<file path="config.mk">
export PLATFORM = sky130hd
export DESIGN_NAME = spi_mult_slave
export DESIGN_NICKNAME = d
export VERILOG_FILES = /design/src/rtl/spi_mult_pkg.sv /design/src/rtl/spi_sync_edge.sv /design/src/rtl/spi_mult_slave.sv
export SDC_FILE = /design/constraint.sdc
export NUM_CORES = 1
export LEC_CHECK = 0
export ABC_AREA = 1
export ABC_CLOCK_PERIOD_IN_PS = 3000
export CAP_MARGIN = 20
export CORE_MARGIN = 4
export CORE_UTILIZATION = 60
export DETAILED_ROUTE_END_ITERATION = 8
export GPL_TIMING_DRIVEN = 0
export PLACE_DENSITY = 0.79
export SLEW_MARGIN = 40
export SYNTH_ARGS = -nofsm -noshare
export SYNTH_HDL_FRONTEND = slang
export SYNTH_SLANG_ARGS = --single-unit
</file>
<file path="constraint.sdc">
create_clock -name CLK -period 3 [get_ports CLK]
set_input_delay 0.6 -clock CLK [delete_from_list [all_inputs] [get_ports CLK]]
set_output_delay 0.6 -clock CLK [all_outputs]
set_load 0.02 [all_outputs]
</file>
<file path="src/rtl/spi_mult_pkg.sv">
// Shared types and sizing helpers for the SPI slave multiplier.
package spi_mult_pkg;

  typedef enum logic [2:0] {
    IDLE = 3'd0,
    RECV = 3'd1,
    MULT = 3'd2,
    SEND = 3'd3,
    FIN  = 3'd4
  } state_t;

  // Bits per direction in one frame: both operands in, the product out.
  function automatic int frame_len(input int width);
    return 2 * width;
  endfunction

  function automatic int cnt_width(input int width);
    return $clog2(2 * width + 1);
  endfunction

endpackage

</file>
<file path="src/rtl/spi_sync_edge.sv">
// Multi-flop synchroniser for one asynchronous pin, with registered
// rise/fall strobes and a synchronised level aligned to those strobes.
module spi_sync_edge #(
  parameter int SYNC_STAGES = 2
) (
  input  logic clk_i,
  input  logic rst_n_i,
  input  logic d_i,
  output logic q_o,
  output logic rise_o,
  output logic fall_o
);

  logic [SYNC_STAGES-1:0] sync_q;
  logic                   lvl_q;
  logic                   rise_q;
  logic                   fall_q;

  // Synchroniser chain plus edge detection on its last stage.
  always_ff @(posedge clk_i or negedge rst_n_i) begin
    if (!rst_n_i) begin
      sync_q <= '0;
      lvl_q  <= 1'b0;
      rise_q <= 1'b0;
      fall_q <= 1'b0;
    end else begin
      sync_q <= {sync_q[SYNC_STAGES-2:0], d_i};
      lvl_q  <= sync_q[SYNC_STAGES-1];
      rise_q <= sync_q[SYNC_STAGES-1] & ~lvl_q;
      fall_q <= ~sync_q[SYNC_STAGES-1] & lvl_q;
    end
  end

  assign q_o    = lvl_q;
  assign rise_o = rise_q;
  assign fall_o = fall_q;

endmodule

</file>
<file path="src/rtl/spi_mult_slave.sv">
// SPI mode-0 slave: receives A and B, multiplies with a sequential
// shift-add datapath, and returns the 2*WIDTH-bit product in the same frame.
module spi_mult_slave
  import spi_mult_pkg::*;
#(
  parameter int WIDTH       = 4,
  parameter int SIGNED      = 0,
  parameter int SYNC_STAGES = 2
) (
  input  logic CLK,
  input  logic RST_N,
  input  logic SCLK,
  input  logic MOSI,
  input  logic CS,
  output logic MISO,
  output logic MISO_OE,
  output logic busy,
  output logic done,
  output logic overrun
);

  localparam int PW = frame_len(WIDTH);
  localparam int CW = cnt_width(WIDTH);
  localparam logic [CW-1:0] LAST_BIT  = CW'(PW - 1);
  localparam logic [CW-1:0] LAST_ITER = CW'(WIDTH - 1);

  logic sclk_rise_s, sclk_fall_s, sclk_lvl_s;
  logic mosi_s, mosi_rise_s, mosi_fall_s;
  logic cs_s, cs_rise_s, cs_fall_s;

  spi_sync_edge #(.SYNC_STAGES(SYNC_STAGES)) u_sync_sclk (
    .clk_i(CLK), .rst_n_i(RST_N), .d_i(SCLK),
    .q_o(sclk_lvl_s), .rise_o(sclk_rise_s), .fall_o(sclk_fall_s)
  );

  spi_sync_edge #(.SYNC_STAGES(SYNC_STAGES)) u_sync_mosi (
    .clk_i(CLK), .rst_n_i(RST_N), .d_i(MOSI),
    .q_o(mosi_s), .rise_o(mosi_rise_s), .fall_o(mosi_fall_s)
  );

  spi_sync_edge #(.SYNC_STAGES(SYNC_STAGES)) u_sync_cs (
    .clk_i(CLK), .rst_n_i(RST_N), .d_i(CS),
    .q_o(cs_s), .rise_o(cs_rise_s), .fall_o(cs_fall_s)
  );

  state_t          state_q, state_d;
  logic [CW-1:0]   cnt_q, cnt_d;
  logic [PW-1:0]   in_q, in_d;
  logic [PW-1:0]   acc_q, acc_d;
  logic [PW-1:0]   out_q, out_d;
  logic            ovr_q, ovr_d;

  logic            sign_s;
  logic [PW-1:0]   a_ext_s;
  logic [PW-1:0]   pp_s;
  logic            b_bit_s;
  logic            sub_s;

  // A occupies the upper half of the input register, B the lower half.
  assign sign_s  = (SIGNED != 0) & in_q[PW-1];
  assign a_ext_s = {{WIDTH{sign_s}}, in_q[PW-1:WIDTH]};
  assign pp_s    = a_ext_s << cnt_q;
  assign b_bit_s = in_q[cnt_q];
  assign sub_s   = (SIGNED != 0) && (cnt_q == LAST_ITER);

  // State and datapath registers.
  always_ff @(posedge CLK or negedge RST_N) begin
    if (!RST_N) begin
      state_q <= IDLE;
      cnt_q   <= '0;
      in_q    <= '0;
      acc_q   <= '0;
      out_q   <= '0;
      ovr_q   <= 1'b0;
    end else begin
      state_q <= state_d;
      cnt_q   <= cnt_d;
      in_q    <= in_d;
      acc_q   <= acc_d;
      out_q   <= out_d;
      ovr_q   <= ovr_d;
    end
  end

  // Next-state and datapath update; a CS rise always takes priority.
  always_comb begin
    state_d = state_q;
    cnt_d   = cnt_q;
    in_d    = in_q;
    acc_d   = acc_q;
    out_d   = out_q;
    ovr_d   = ovr_q;
    case (state_q)
      IDLE: begin
        if (cs_fall_s) begin
          cnt_d   = '0;
          ovr_d   = 1'b0;
          state_d = RECV;
        end else begin
          state_d = IDLE;
        end
      end
      RECV: begin
        if (cs_rise_s) begin
          in_d    = '0;
          state_d = IDLE;
        end else if (sclk_rise_s) begin
          in_d = {in_q[PW-2:0], mosi_s};
          if (cnt_q == LAST_BIT) begin
            cnt_d   = '0;
            acc_d   = '0;
            state_d = MULT;
          end else begin
            cnt_d = cnt_q + CW'(1);
          end
        end else begin
          state_d = RECV;
        end
      end
      MULT: begin
        if (cs_rise_s) begin
          in_d    = '0;
          state_d = IDLE;
        end else begin
          if (sclk_rise_s) begin
            ovr_d = 1'b1;
          end else begin
            ovr_d = ovr_q;
          end
          if (b_bit_s) begin
            acc_d = sub_s ? (acc_q - pp_s) : (acc_q + pp_s);
          end else begin
            acc_d = acc_q;
          end
          if (cnt_q == LAST_ITER) begin
            out_d   = acc_d;
            cnt_d   = '0;
            state_d = SEND;
          end else begin
            cnt_d = cnt_q + CW'(1);
          end
        end
      end
      SEND: begin
        if (cs_rise_s) begin
          state_d = IDLE;
        end else if (sclk_rise_s) begin
          if (cnt_q == LAST_BIT) begin
            cnt_d   = '0;
            state_d = FIN;
          end else begin
            cnt_d = cnt_q + CW'(1);
          end
        end else if (sclk_fall_s && (cnt_q != '0)) begin
          // The trailing fall of the last input bit must not shift out the MSB.
          out_d = {out_q[PW-2:0], 1'b0};
        end else begin
          state_d = SEND;
        end
      end
      FIN: begin
        state_d = IDLE;
      end
      default: begin
        state_d = IDLE;
      end
    endcase
  end

  assign MISO_OE = (state_q == SEND) && !cs_s;
  assign MISO    = MISO_OE & out_q[PW-1];
  assign busy    = (state_q != IDLE);
  assign done    = (state_q == FIN);
  assign overrun = ovr_q;

endmodule

</file>
==> flow_metrics.tcl <==
set metrics [dict create \
    place_inst 397 \
    final.setup.tns_ns 0 \
    cts_sinks 45 \
    antenna_found_initial 0 \
    grt_util_all_layers 0.224 \
    clkLatencyLatePin_ns 0.29 \
    grt_pass1_wl_mm 9.43 \
    drv_cap 0 \
    io_pins 10 \
    first_pass_iters 5 \
    hpwl_mm 3.96 \
    cp-endpoint "MISO_OE" \
    fin_crit_ns 2.71 \
    max_freq_ghz 0.370 \
    die_area_um2 5410 \
    worstMarginPinSlew_ns 0.551 \
    cts_tree "yes" \
    detail-route-antenna-nets 0 \
    cp_max_fo 10 \
    die_x_um 73.5 \
    fillerInstances 348 \
    period_share 0.902 \
    post_cts_buffers 0 \
    startpoint "state_q[2]$_DFFE_PN0P_" \
    ys_types 34 \
    numPortBuffers 9 \
    routed_wl_mm 5.16 \
    grt_pass1_vias 2100 \
    drive_above_1_share 0.101 \
    fp.coreArea_um2 4090 \
    htree_num_levels 2 \
    start_util 0.631 \
    crit_path_end_kind "output port" \
    finalSetupViolCount 0 \
    cp-start-kind "register" \
    rsz0062_at_grt "false" \
    ys_ff_latch 45 \
    cts-root-buf "clkbuf_8" \
    rows 23 \
    ys.warnings.count 0 \
    arrival_ns 2.11 \
    final-hold-violation-count 0 \
    reg2reg_from "cnt_q[0]$_DFFE_PN0P_" \
    relSlewSlack 0.632 \
    skew_ns 0.00298 \
    clkSlewWorstSetupHoldPaths_ns 0.08 \
    syn_inst 338 \
    grt_max_degree 46 \
    num_antenna_cells 0 \
    final_cell_count_no_fill 405 \
    synth_area_um2 2580 \
    synth_nets 353 \
    nets 369 \
    ys_seq_area_frac 0.437 \
    avgSynthCellArea_um2 7.63 \
    drt-initial-drc-count 120 \
    rr_worst_depth 15 \
    r2r_slack_ns 0.42 \
    gp_congestion 0.879 \
    ir_worst_vdd_mv 0.533 \
    fin_util 0.696 \
    power_density_nw_per_um2 771 \
    power_leakage_nw 1.52 \
    crit_type "reg -> out" \
    drc 0 \
    rr_endpoint "out_q[5]$_DFFE_PN0P_" \
    slew_violations 0 \
    hp-class "in -> async" \
    ctsHoldBuffers 0 \
    area_growth_pct 10.3 \
    die_y_um 73.5 \
    worstPathRequired_ns 2.40 \
    wire_per_inst_um 12.8 \
    cts_buffers 5 \
    cts_resized 0 \
    via_count 2191 \
    grt_overflow 0 \
    clock_path_buffers 2 \
    status "finished clean" \
    routed_via_density 5.41 \
]
==> metrics by stage <==
step	hold WS [ns]	cell area (um^2)	setup WS [ns]	power [mW]
floorplan	0.304	2580	0.750	1.50
global placement	0.332	2730	0.184	1.71
detailed placement	0.336	2730	0.445	1.73
CTS	0.297	2840	0.286	2.20
global route	0.322	2840	0.163	2.37
finish	0.280	2840	0.294	2.19
==> Yosys cell counts, drive strengths merged <==
cell type | instances | share of area
buf | 4 | 0.013
o211ai | 2 | 0.0058
nand3 | 23 | 0.049
nand4 | 5 | 0.015
nor3 | 2 | 0.0039
and3 | 1 | 0.0024
a22oi | 2 | 0.0058
a21oi | 6 | 0.015
o21ai | 31 | 0.063
nor2 | 45 | 0.076
nand3b | 1 | 0.0029
or2 | 2 | 0.0049
dfrtp | 45 | 0.44
nand2 | 100 | 0.15
inv | 44 | 0.064
clkinv | 1 | 0.0034
o22ai | 8 | 0.019
fa | 1 | 0.0078
o32ai | 2 | 0.0068
and2 | 1 | 0.0024
ha | 9 | 0.044
xnor2 | 3 | 0.010
==> critical path, stage by stage (launching register included) <==
cell and delay [ns]:
dfrtp_1 0.42, inv_2 0.09, nand2_2 0.07, nor2_2 0.21, inv_2 0.11, buf_2 0.20
nor2_1 0.11, clkdlybuf4s50_1 0.61
==> how the worst min path moves through the flow <==
stage | from | endpoint | slack, ns | cells after the start
6_report | RST_N | u_sync_mosi.sync_q[0]$_DFF_PN0_ | 0.28 | 1
5_1_grt | RST_N | u_sync_mosi.sync_q[0]$_DFF_PN0_ | 0.32 | 1
4_1_cts | RST_N | u_sync_mosi.sync_q[0]$_DFF_PN0_ | 0.30 | 1
3_5_place_dp | u_sync_mosi.sync_q[0]$_DFF_PN0_ | u_sync_mosi.sync_q[1]$_DFF_PN0_ | 0.34 | 0
3_3_place_gp | u_sync_mosi.sync_q[0]$_DFF_PN0_ | u_sync_mosi.sync_q[1]$_DFF_PN0_ | 0.33 | 0
2_1_floorplan | RST_N | acc_q[0]$_DFFE_PN0P_ | 0.30 | 0
==> flip-flops by register name, summed over array words and instances, names as in the netlist <==
register / count
acc_q: 8
cnt_q: 4
in_q: 8
out_q: 8
overrun: 1
state_q: 3
u_sync_cs.fall_o: 1
u_sync_cs.q_o: 1
u_sync_cs.rise_o: 1
u_sync_cs.sync_q: 2
u_sync_mosi.q_o: 1
u_sync_mosi.sync_q: 2
u_sync_sclk.fall_o: 1
u_sync_sclk.q_o: 1
u_sync_sclk.rise_o: 1
u_sync_sclk.sync_q: 2
==> logic make-up (layout without fill, tap and decap cells) <==
kind of cell               Yosys count  count (layout)  share of synthesized area
adders and majority gates           10              10                     0.0515
and+or+nand+nor                    180             180                      0.306
xor gates and xnor gates             3               3                     0.0102
buffers and inverters               49              66                     0.0801
DFF                                 45              45                      0.437
AOI/OAI and AO/OA                   51              51                      0.116
==> metal layers <==
metal  wire (um)  global-route usage  vias up
met1        2510               0.321     1011
li1            -                   -     1123
met4         116              0.0805        0
met5           0                   0        -
met3         215              0.0383       11
met2        2320               0.343       46
==> cells in the final DEF, fill, tap and decap left out, drive strengths merged, types with 3 or more instances in the layout <==
master | synthesis | final
o21ai | 31 | 31
a21oi | 6 | 6
clkbuf | 0 | 5
ha | 9 | 9
nand4 | 5 | 5
nand2 | 100 | 100
inv | 44 | 44
nor2 | 45 | 45
buf | 4 | 5
clkdlybuf4s50 | 0 | 8
o22ai | 8 | 8
nand3 | 23 | 23
dfrtp | 45 | 45
xnor2 | 3 | 3
==> report_power, final <==
group	leakage, nW	internal (mW)	switching [mW]	total (mW)
logic	0.874	0.313	0.599	0.912
clock network	0.0543	0.249	0.207	0.456
registers	0.594	0.728	0.0952	0.823
==> final cells by class <==
type,instances,area (um^2),share of cell area
Clock inverter,3,46.3,0.0163
Buffer,4,32.5,0.0114
Tap cell,50,62.6,0.0220
Sequential cell,45,1130,0.396
Timing Repair Buffer,9,87.6,0.0308
Inverter,45,174,0.0612
Multi-Input combinational cell,244,1240,0.438
Clock buffer,5,68.8,0.0242
(Power assumes the default switching activity.)
